**config.mk**
```make
export PLATFORM = sky130hd
export DESIGN_NAME = rvsteel_io_arbiter_flat
export DESIGN_NICKNAME = d
export VERILOG_FILES = /design/src/rtl/rvsteel_io_arbiter_if.sv /design/src/rtl/rvsteel_io_arbiter.sv /design/src/flat_wrapper.sv
export SDC_FILE = /design/constraint.sdc
export NUM_CORES = 1
export LEC_CHECK = 0
export ABC_AREA = 1
export ABC_CLOCK_PERIOD_IN_PS = 4250
export CORE_AREA = 3 3 120 122
export CTS_BUF_LIST = sky130_fd_sc_hd__clkbuf_8
export CTS_CLUSTER_SIZE = 14
export DETAILED_ROUTE_END_ITERATION = 10
export DIE_AREA = 0 0 123 125
export DONT_BUFFER_PORTS = 1
export HOLD_SLACK_MARGIN = 0.1
export SKIP_CTS_REPAIR_TIMING = 1
export SYNTH_ARGS = -nofsm -noshare
export SYNTH_HDL_FRONTEND = slang
export SYNTH_SLANG_ARGS = --single-unit
```
**constraint.sdc**
```tcl
create_clock -name clock -period 4.25 [get_ports clock]
set_input_delay 0 -clock clock [delete_from_list [all_inputs] [get_ports clock]]
set_output_delay 0 -clock clock [all_outputs]
set_load 0.02 [all_outputs]
```
**src/rtl/rvsteel_io_arbiter_if.sv**
```systemverilog
// RISC-V Steel IO bus bundle: one address, read and write channel set.
// master: the side that issues requests (a manager, or the arbiter toward the subordinate).
// slave: the side that answers them (a subordinate, or the arbiter toward a manager).
interface rvsteel_io_arbiter_if;
  logic [31:0] rw_address;
  logic [31:0] read_data;
  logic        read_request;
  logic        read_response;
  logic [31:0] write_data;
  logic [3:0]  write_strobe;
  logic        write_request;
  logic        write_response;

  modport master (
    output rw_address,
    output read_request,
    output write_data,
    output write_strobe,
    output write_request,
    input  read_data,
    input  read_response,
    input  write_response
  );

  modport slave (
    input  rw_address,
    input  read_request,
    input  write_data,
    input  write_strobe,
    input  write_request,
    output read_data,
    output read_response,
    output write_response
  );
endinterface

```
**src/rtl/rvsteel_io_arbiter.sv**
```systemverilog
// Two-manager arbiter for a single RISC-V Steel IO subordinate port.
// One transaction at a time: IDLE -> ISSUE -> WAIT -> DONE -> IDLE.
// Arbitration is round-robin, or fixed priority for m0 when FIXED_PRIORITY is nonzero.
// Optional feature macro IO_ARBITER_TIMEOUT_EN adds a WAIT timeout that forces
// completion with read data 0 and a bus_error pulse.
module rvsteel_io_arbiter #(
  parameter int unsigned FIXED_PRIORITY = 0,
  parameter int unsigned TIMEOUT_CYCLES = 255
) (
  input  logic                 clock,
  input  logic                 reset,
  rvsteel_io_arbiter_if.slave  m0,
  rvsteel_io_arbiter_if.slave  m1,
  rvsteel_io_arbiter_if.master s,
  output logic                 bus_error
);

  if (TIMEOUT_CYCLES < 1) begin : g_bad_timeout
    $error("TIMEOUT_CYCLES must be at least 1");
  end

  typedef enum logic [1:0] {StIdle, StIssue, StWait, StDone} state_e;

  state_e      state_q, state_d;
  logic        owner_q, owner_d;            // 0: m0, 1: m1
  logic        last_grant_q, last_grant_d;
  logic        is_write_q, is_write_d;
  logic [31:0] addr_q, addr_d;
  logic [31:0] wdata_q, wdata_d;
  logic [3:0]  strobe_q, strobe_d;
  logic [31:0] m0_rdata_q, m0_rdata_d;
  logic [31:0] m1_rdata_q, m1_rdata_d;

`ifdef IO_ARBITER_TIMEOUT_EN
  localparam int unsigned CntW = $clog2(TIMEOUT_CYCLES + 1);
  logic [CntW-1:0] cnt_q, cnt_d;
  logic            timed_out_q, timed_out_d;
`endif

  logic pending0, pending1;
  logic grant;
  logic resp_match;

  assign pending0   = m0.read_request | m0.write_request;
  assign pending1   = m1.read_request | m1.write_request;
  assign resp_match = is_write_q ? s.write_response : s.read_response;

  // Pick the winner among pending managers; only meaningful when one is pending.
  always_comb begin
    if (pending0 && pending1) begin
      grant = (FIXED_PRIORITY != 0) ? 1'b0 : ~last_grant_q;
    end else begin
      grant = pending1;
    end
  end

  // Next-state logic: arbitration, request latching and response capture.
  always_comb begin
    state_d      = state_q;
    owner_d      = owner_q;
    last_grant_d = last_grant_q;
    is_write_d   = is_write_q;
    addr_d       = addr_q;
    wdata_d      = wdata_q;
    strobe_d     = strobe_q;
    m0_rdata_d   = m0_rdata_q;
    m1_rdata_d   = m1_rdata_q;
`ifdef IO_ARBITER_TIMEOUT_EN
    cnt_d        = cnt_q;
    timed_out_d  = timed_out_q;
`endif
    case (state_q)
      StIdle: begin
        if (pending0 || pending1) begin
          owner_d      = grant;
          last_grant_d = grant;
          // A manager raising both requests gets a write.
          if (grant) begin
            is_write_d = m1.write_request;
            addr_d     = m1.rw_address;
            wdata_d    = m1.write_data;
            strobe_d   = m1.write_strobe;
          end else begin
            is_write_d = m0.write_request;
            addr_d     = m0.rw_address;
            wdata_d    = m0.write_data;
            strobe_d   = m0.write_strobe;
          end
          state_d = StIssue;
        end
      end
      StIssue: begin
        state_d = StWait;
`ifdef IO_ARBITER_TIMEOUT_EN
        cnt_d       = '0;
        timed_out_d = 1'b0;
`endif
      end
      StWait: begin
        if (resp_match) begin
          if (!is_write_q) begin
            if (owner_q) m1_rdata_d = s.read_data;
            else         m0_rdata_d = s.read_data;
          end
          state_d = StDone;
        end
`ifdef IO_ARBITER_TIMEOUT_EN
        else if (cnt_q == CntW'(TIMEOUT_CYCLES - 1)) begin
          if (!is_write_q) begin
            if (owner_q) m1_rdata_d = '0;
            else         m0_rdata_d = '0;
          end
          timed_out_d = 1'b1;
          state_d     = StDone;
        end else begin
          cnt_d = cnt_q + 1'b1;
        end
`endif
      end
      StDone: begin
        state_d = StIdle;
      end
      default: begin
        state_d = StIdle;
      end
    endcase
  end

  // State registers; reset drops any transaction in flight without a response.
  always_ff @(posedge clock) begin
    if (reset) begin
      state_q      <= StIdle;
      owner_q      <= 1'b0;
      last_grant_q <= 1'b1;
      is_write_q   <= 1'b0;
      addr_q       <= '0;
      wdata_q      <= '0;
      strobe_q     <= '0;
      m0_rdata_q   <= '0;
      m1_rdata_q   <= '0;
    end else begin
      state_q      <= state_d;
      owner_q      <= owner_d;
      last_grant_q <= last_grant_d;
      is_write_q   <= is_write_d;
      addr_q       <= addr_d;
      wdata_q      <= wdata_d;
      strobe_q     <= strobe_d;
      m0_rdata_q   <= m0_rdata_d;
      m1_rdata_q   <= m1_rdata_d;
    end
  end

`ifdef IO_ARBITER_TIMEOUT_EN
  // WAIT cycle counter and timeout flag.
  always_ff @(posedge clock) begin
    if (reset) begin
      cnt_q       <= '0;
      timed_out_q <= 1'b0;
    end else begin
      cnt_q       <= cnt_d;
      timed_out_q <= timed_out_d;
    end
  end
`endif

  // Subordinate and manager outputs decoded from state and latched transaction.
  always_comb begin
    s.rw_address      = addr_q;
    s.write_data      = wdata_q;
    s.write_strobe    = strobe_q;
    s.read_request    = (state_q == StIssue) && !is_write_q;
    s.write_request   = (state_q == StIssue) && is_write_q;
    m0.read_data      = m0_rdata_q;
    m1.read_data      = m1_rdata_q;
    m0.read_response  = (state_q == StDone) && !owner_q && !is_write_q;
    m0.write_response = (state_q == StDone) && !owner_q && is_write_q;
    m1.read_response  = (state_q == StDone) && owner_q && !is_write_q;
    m1.write_response = (state_q == StDone) && owner_q && is_write_q;
`ifdef IO_ARBITER_TIMEOUT_EN
    bus_error         = (state_q == StDone) && timed_out_q;
`else
    bus_error         = 1'b0;
`endif
  end

endmodule
```
**src/flat_wrapper.sv**
```systemverilog
// flat-port wrapper written by rule: the top's interface ports become plain ports
module rvsteel_io_arbiter_flat 
#(
  parameter int unsigned FIXED_PRIORITY = 0,
  parameter int unsigned TIMEOUT_CYCLES = 255
)
  (clock, reset, bus_error, m0_rw_address, m0_read_request, m0_write_data, m0_write_strobe, m0_write_request, m0_read_data, m0_read_response, m0_write_response, m1_rw_address, m1_read_request, m1_write_data, m1_write_strobe, m1_write_request, m1_read_data, m1_read_response, m1_write_response, s_rw_address, s_read_request, s_write_data, s_write_strobe, s_write_request, s_read_data, s_read_response, s_write_response);
  rvsteel_io_arbiter_if m0_i ();
  rvsteel_io_arbiter_if m1_i ();
  rvsteel_io_arbiter_if s_i ();
  input  logic clock;
  input  logic reset;
  output logic bus_error;
  input wire logic [$bits(m0_i.rw_address)-1:0] m0_rw_address;
  input wire logic [$bits(m0_i.read_request)-1:0] m0_read_request;
  input wire logic [$bits(m0_i.write_data)-1:0] m0_write_data;
  input wire logic [$bits(m0_i.write_strobe)-1:0] m0_write_strobe;
  input wire logic [$bits(m0_i.write_request)-1:0] m0_write_request;
  output wire logic [$bits(m0_i.read_data)-1:0] m0_read_data;
  output wire logic [$bits(m0_i.read_response)-1:0] m0_read_response;
  output wire logic [$bits(m0_i.write_response)-1:0] m0_write_response;
  input wire logic [$bits(m1_i.rw_address)-1:0] m1_rw_address;
  input wire logic [$bits(m1_i.read_request)-1:0] m1_read_request;
  input wire logic [$bits(m1_i.write_data)-1:0] m1_write_data;
  input wire logic [$bits(m1_i.write_strobe)-1:0] m1_write_strobe;
  input wire logic [$bits(m1_i.write_request)-1:0] m1_write_request;
  output wire logic [$bits(m1_i.read_data)-1:0] m1_read_data;
  output wire logic [$bits(m1_i.read_response)-1:0] m1_read_response;
  output wire logic [$bits(m1_i.write_response)-1:0] m1_write_response;
  output wire logic [$bits(s_i.rw_address)-1:0] s_rw_address;
  output wire logic [$bits(s_i.read_request)-1:0] s_read_request;
  output wire logic [$bits(s_i.write_data)-1:0] s_write_data;
  output wire logic [$bits(s_i.write_strobe)-1:0] s_write_strobe;
  output wire logic [$bits(s_i.write_request)-1:0] s_write_request;
  input wire logic [$bits(s_i.read_data)-1:0] s_read_data;
  input wire logic [$bits(s_i.read_response)-1:0] s_read_response;
  input wire logic [$bits(s_i.write_response)-1:0] s_write_response;
  assign m0_i.rw_address = m0_rw_address;
  assign m0_i.read_request = m0_read_request;
  assign m0_i.write_data = m0_write_data;
  assign m0_i.write_strobe = m0_write_strobe;
  assign m0_i.write_request = m0_write_request;
  assign m0_read_data = m0_i.read_data;
  assign m0_read_response = m0_i.read_response;
  assign m0_write_response = m0_i.write_response;
  assign m1_i.rw_address = m1_rw_address;
  assign m1_i.read_request = m1_read_request;
  assign m1_i.write_data = m1_write_data;
  assign m1_i.write_strobe = m1_write_strobe;
  assign m1_i.write_request = m1_write_request;
  assign m1_read_data = m1_i.read_data;
  assign m1_read_response = m1_i.read_response;
  assign m1_write_response = m1_i.write_response;
  assign s_rw_address = s_i.rw_address;
  assign s_read_request = s_i.read_request;
  assign s_write_data = s_i.write_data;
  assign s_write_strobe = s_i.write_strobe;
  assign s_write_request = s_i.write_request;
  assign s_i.read_data = s_read_data;
  assign s_i.read_response = s_read_response;
  assign s_i.write_response = s_write_response;
  rvsteel_io_arbiter #(.FIXED_PRIORITY(FIXED_PRIORITY), .TIMEOUT_CYCLES(TIMEOUT_CYCLES)) u_core (.clock(clock), .reset(reset), .m0(m0_i), .m1(m1_i), .s(s_i), .bus_error(bus_error));
endmodule
```
# Word-level counts from Yosys, hierarchy flattened
# Cells that the tools add are included.
# W data, S select, Z words.
# totals
register_bits	137
elab_cells	45
# op_classes
eq_ne	5
mux	9
bitwise_logic	5
reduce_logical	17
# ops
op	count
$mux W32	2
$logic_and A1 B1 Y1	9
$pmux W2 S4	1
$reduce_and A4 Y1	2
$eq A2 B2 Y1 const B	2
$mux W2	2
$mux W4	1
$ne A2 B1 Y1 const B	2
$reduce_and A2 Y1	2
$mux W1	3
$not A1 Y1	3
$eq A2 B1 Y1 const B	1
$logic_not A1 Y1	2
$logic_not A2 Y1	1
$or A1 B1 Y1	2
$logic_or A1 B1 Y1	1

# Logic depth before layout (Yosys ltp)
# depth
word_depth	4
ltp_mapped	9
mapped_depth_nobuf	7

# Least setup slack after synthesis
# No wires, ideal clock.
# synth_timing
path_type	reg-to-reg
from	reg u_core.state_q[0]
to	reg u_core.m0_rdata_q[0], in the netlist u_core.m0.read_data[0]
setup_ns	0.116
arrival_time_ns	1.335
required_ns	4.134
slack_ns	2.799
path_stages_with_launch	8
cell_sequence	dfxtp_1 inv_1 ha_1 clkbuf_1 nand3_1 buf_2 o21ai_0 nor2_1
# synth_between
elab_chain_cells	2
# synth_rtl
element	line_no	source
from (decl)	rvsteel_io_arbiter.sv:24	state_e state_q, state_d;
from (signal assigned)	rvsteel_io_arbiter.sv:132	state_q <= StIdle;
from (signal assigned)	rvsteel_io_arbiter.sv:142	state_q <= state_d;
$eq A2 B2 Y1	rvsteel_io_arbiter.sv:72	case (state_q)
$reduce_and A4 Y1 (no source line)	-	
to (signal assigned)	rvsteel_io_arbiter.sv:149	m0_rdata_q <= m0_rdata_d;
to (decl)	rvsteel_io_arbiter.sv:31	logic [31:0] m0_rdata_q, m0_rdata_d;
# No other way between the ends.
# A chain may end at the register's enable or synchronous reset.

# Worst setup path after layout
# layout_timing
from	reg u_core.state_q[0]
to	reg u_core.state_q[1]
# layout_between
elab_chain_cells	3
word_cells_on_any_way	8
# layout_rtl
element	line_no
$eq A2 B2 Y1 or $logic_not A2 Y1 (tied branches)	rvsteel_io_arbiter.sv:72
$ne A2 B1 Y1 (no source line)	-
$reduce_and A2 Y1 (no source line)	-
# Parallel ways exist; a longest one is shown, timed or not.

==> summary.md <==
| Metric | Value |
|---|---|
| Endpoint type of the worst setup path | `flip-flop` |
| Sequential area share after synthesis | `around 44%` |
| Status | `finished, final reports clean` |
| Antenna violations before repair | `0` |
| Synth warn | `0` |
| Mapped Area | `0.006297 sq mm` |
| Clock Skews | `approximately 13 ps` |
| IR drop worst, VDD | `between 0.0003 and 0.0004 V` |
| Gate power share | `between 40% and 50%` |
| FMAX | `about 300 MHz` |
| Gp weighted congestion | `approximately 0.8` |
| Wirelength per Cell | `16.58 um` |
| Initial Util | `about 47%` |
| TritonCTS clock tree | `done` |
| Initial DRC Count | `between 400 and 500` |
| Int Pwr | `roughly 3.2 mW` |
| Startpoint Class | `flip-flop` |
| Total GRT Usage | `between 20 and 25%` |
| Cell with the most instances after synthesis | `nand2_1` |
| Clock root buffer | `clkbuf_8` |
| Filler cell count | `1111` |
| Die height | `roughly 130 um` |
| Max-slew violation count | `0` |
| Clock network fraction of total power | `about 17%` |
| First-pass GRT wire length | `between 20000 and 30000 um` |
| Share of cells above drive strength 1 | `under 10%` |
| Dpl cell area | `around 0.0062 sq mm` |
| Design Power | `between 5 and 6 mW` |
| Cell Chain, Critical Path | `inv_1, ha_1, buf_4, nand3_1, dlygate4sd3_1, nand3_1, dlygate4sd3_1, a21oi_1, dlygate4sd3_1` |
| Top post-synthesis cells by count | `nand2_1, inv_1, nand3_1` |
| Post-Route WL | `between 20000 and 25000 um` |
| Fraction of registers with async set/reset | `0%` |
| # IOs | `around 320` |
| Clock transition at path regs | `70 ps` |
| Die Area | `0.01538 sq mm` |
| Switching Fraction | `a little over two fifths` |
| Critical Path RT | `~4600 ps` |
| Remaining DRCs | `0` |
| Distinct cells, synth | `20` |
| Core ar. | `0.01330 sq mm` |
| Via count | `approximately 6800` |
| Minimum clock period | `between 3000 and 4000 ps` |
| Power Density | `between 600 and 700 mW/mm^2` |
| Remaining antenna violation count after routing | `0` |
| Skew-Pair Late Insertion Delay | `430 ps` |
| Hpwl dp | `between 10000 and 15000 um` |
| Cell Count, Final, Fillers Out | `around 1300` |
| Primary FF master, synth | `dfxtp_1` |
| Clk buf depth | `2` |
| Leakage | `3.961 nW` |
| Critical path's slowest cell | `dlygate4sd3_1` |
| Switch Pwr | `approximately 2.5 mW` |
| Layout net count | `between 1000 and 1500` |
| Hold Path Class | `primary input to flip-flop` |
| Vias in the first global route | `roughly 5400` |
| Tcrit/Tclk final | `~80%` |
| Avg Inst Size Synth | `~6.7 sq um` |
| DP Cell Count | `roughly 1000` |
| Final setup fails | `0` |
| Max incr delay on CP | `approximately 600 ps` |
| CP most frequent cell | `dlygate4sd3_1` |
| Critical Path Fanout Max | `22` |
| Hold Fails Final Rpt | `0` |
| Port bufs | `0` |
| WP data arrival | `3700 ps` |
| Area contributors post-synth | `dfxtp_1, nand3_1, nand2_1, inv_1, a21oi_1` |
| Critical path class | `flip-flop to flip-flop` |
| DRT Pass-1 Iters | `5` |
| DIE WIDTH | `~120 um` |
| Max-Cap Viols | `0` |
| Buf/Inv on CP | `5` |
| Vias per Instance | `about 5.3` |
| CTS H-tree lvls | `4` |
| Grt ovf | `0` |
| Seq cells post-synth | `between 100 and 150` |
| RSZ-0062 raised after global routing | `no` |
| Kind of cell adding the most delay to the critical path | `buffers and inverters` |
| Reg power frac | `approximately 43%` |
| Area leader, netlist | `dfxtp_1` |
| Largest net degree at the start of global routing | `around 100` |
| ANT cells | `0` |
| Area grow syn2layout | `37.27%` |
| Post-synth EDFFs | `0` |
| Share of the synthesized area in the top cell type | `~44%` |
| Relative slew slack | `15.27%` |
| Setup TNS | `0 ps` |
| Post-synth net total | `approximately 1100` |
| Least-Margin Pin Slew | `1271 ps` |
| Post-Syn Instances | `between 900 and 1000` |
| Row count | `between 40 and 50` |
| Clock sinks | `around 140` |
| Post-route cell area | `0.008645 sq mm` |
| TritonCTS buffer count | `17` |
## layout make-up
type / count / area [sq um] / share of cell area (%)
flip-flops and latches: 137 / 2743 / 31.73
well taps: 176 / 220.2 / 2.547
repair buffers: 212 / 2122 / 24.55
clock buffers: 18 / 247.7 / 2.866
clock inverters: 12 / 88.84 / 1.028
multi-input cells: 576 / 2660 / 30.77
inverters: 150 / 563.0 / 6.513
## worst paths after layout
check / startpoint / end / slack (ps) / cells past startpoint
max: u_core.state_q[0] / u_core.state_q[1] / 870 / 9
min: s_read_response / u_core.m1.read_data[3] / 130 / 4
max reg2reg: u_core.state_q[0] / u_core.state_q[1] / 870 / 9
min reg2reg: u_core.owner_q / u_core.owner_q / 460 / 2
## through the flow
| stage | hold WS [ps] | util (%) | worst slack [ps] |
|---|---|---|---|
| 5_1_grt | 138.1 | 65.02 | 701.1 |
| 6_report | 129.0 | 65.02 | 872.0 |
| 3_3_place_gp | 91.62 | 46.92 | 2180 |
| 3_5_place_dp | 88.38 | 46.92 | 2011 |
| 4_1_cts | -394.3 | 49.45 | 2034 |
| 2_1_floorplan | 142.4 | - | 2799 |
## layout by cell type (no fill, tap or decap), drive strengths merged
cell type and instances:
buf 8, bufinv 1, dfxtp 137, nand4 32, nand2 183, clkbuf 18
inv 153, dlygate4sd3 204, a21oi 104, nand3 143, nor2 71, conb 1
nor3 4, clkinv 8, ha 5, o21ai 33
## tightest hold or removal path, delay by kind of cell
kind	cells	cell delay, ps
AO/OA/AOI/OAI	1	60
AND/OR/NAND/NOR	2	230
buffers and inverters	1	220
## per-layer routing
layer	vias up	share of wire [%]	routed length (um)	track usage [%]
li1	3276	-	-	-
met1	3101	36	7633	26.01
met2	373	50	10630	38.15
met3	63	11	2332	10.34
met4	0	3.0	639	7.166
met5	-	0	0	0
## flip-flops by register name, indices dropped and copies added, names as in the netlist
register,cells
u_core.s.write_strobe,4
u_core.s.write_data,32
u_core.owner_q,1
u_core.state_q,2
u_core.s.rw_address,32
u_core.last_grant_q,1
u_core.m1.read_data,32
u_core.m0.read_data,32
u_core.is_write_q,1
## logic make-up (layout without fill, tap and decap cells)
group                      after synthesis  in the layout  synth area share (%)
adders and majority gates                5              5                0.9934
other                                    1              1               0.05955
AOI/OAI and AO/OA                      137            137                 10.95
DFF                                    137            137                 43.55
and+or+nand+nor                        433            433                 30.12
buffers and inverters                  220            392                 14.33
## power groups by stage
stage	clock (mW)	sequential (mW)	combinational, mW
after floorplan	0	2.29	1.41
after global placement	0	2.42	1.56
after detailed placement	0	2.42	1.62
after CTS	0.970	2.39	1.63
after global routing	1.03	2.42	2.58
final	0.941	2.39	2.30
Note: power is estimated with default switching activity, not from simulation.
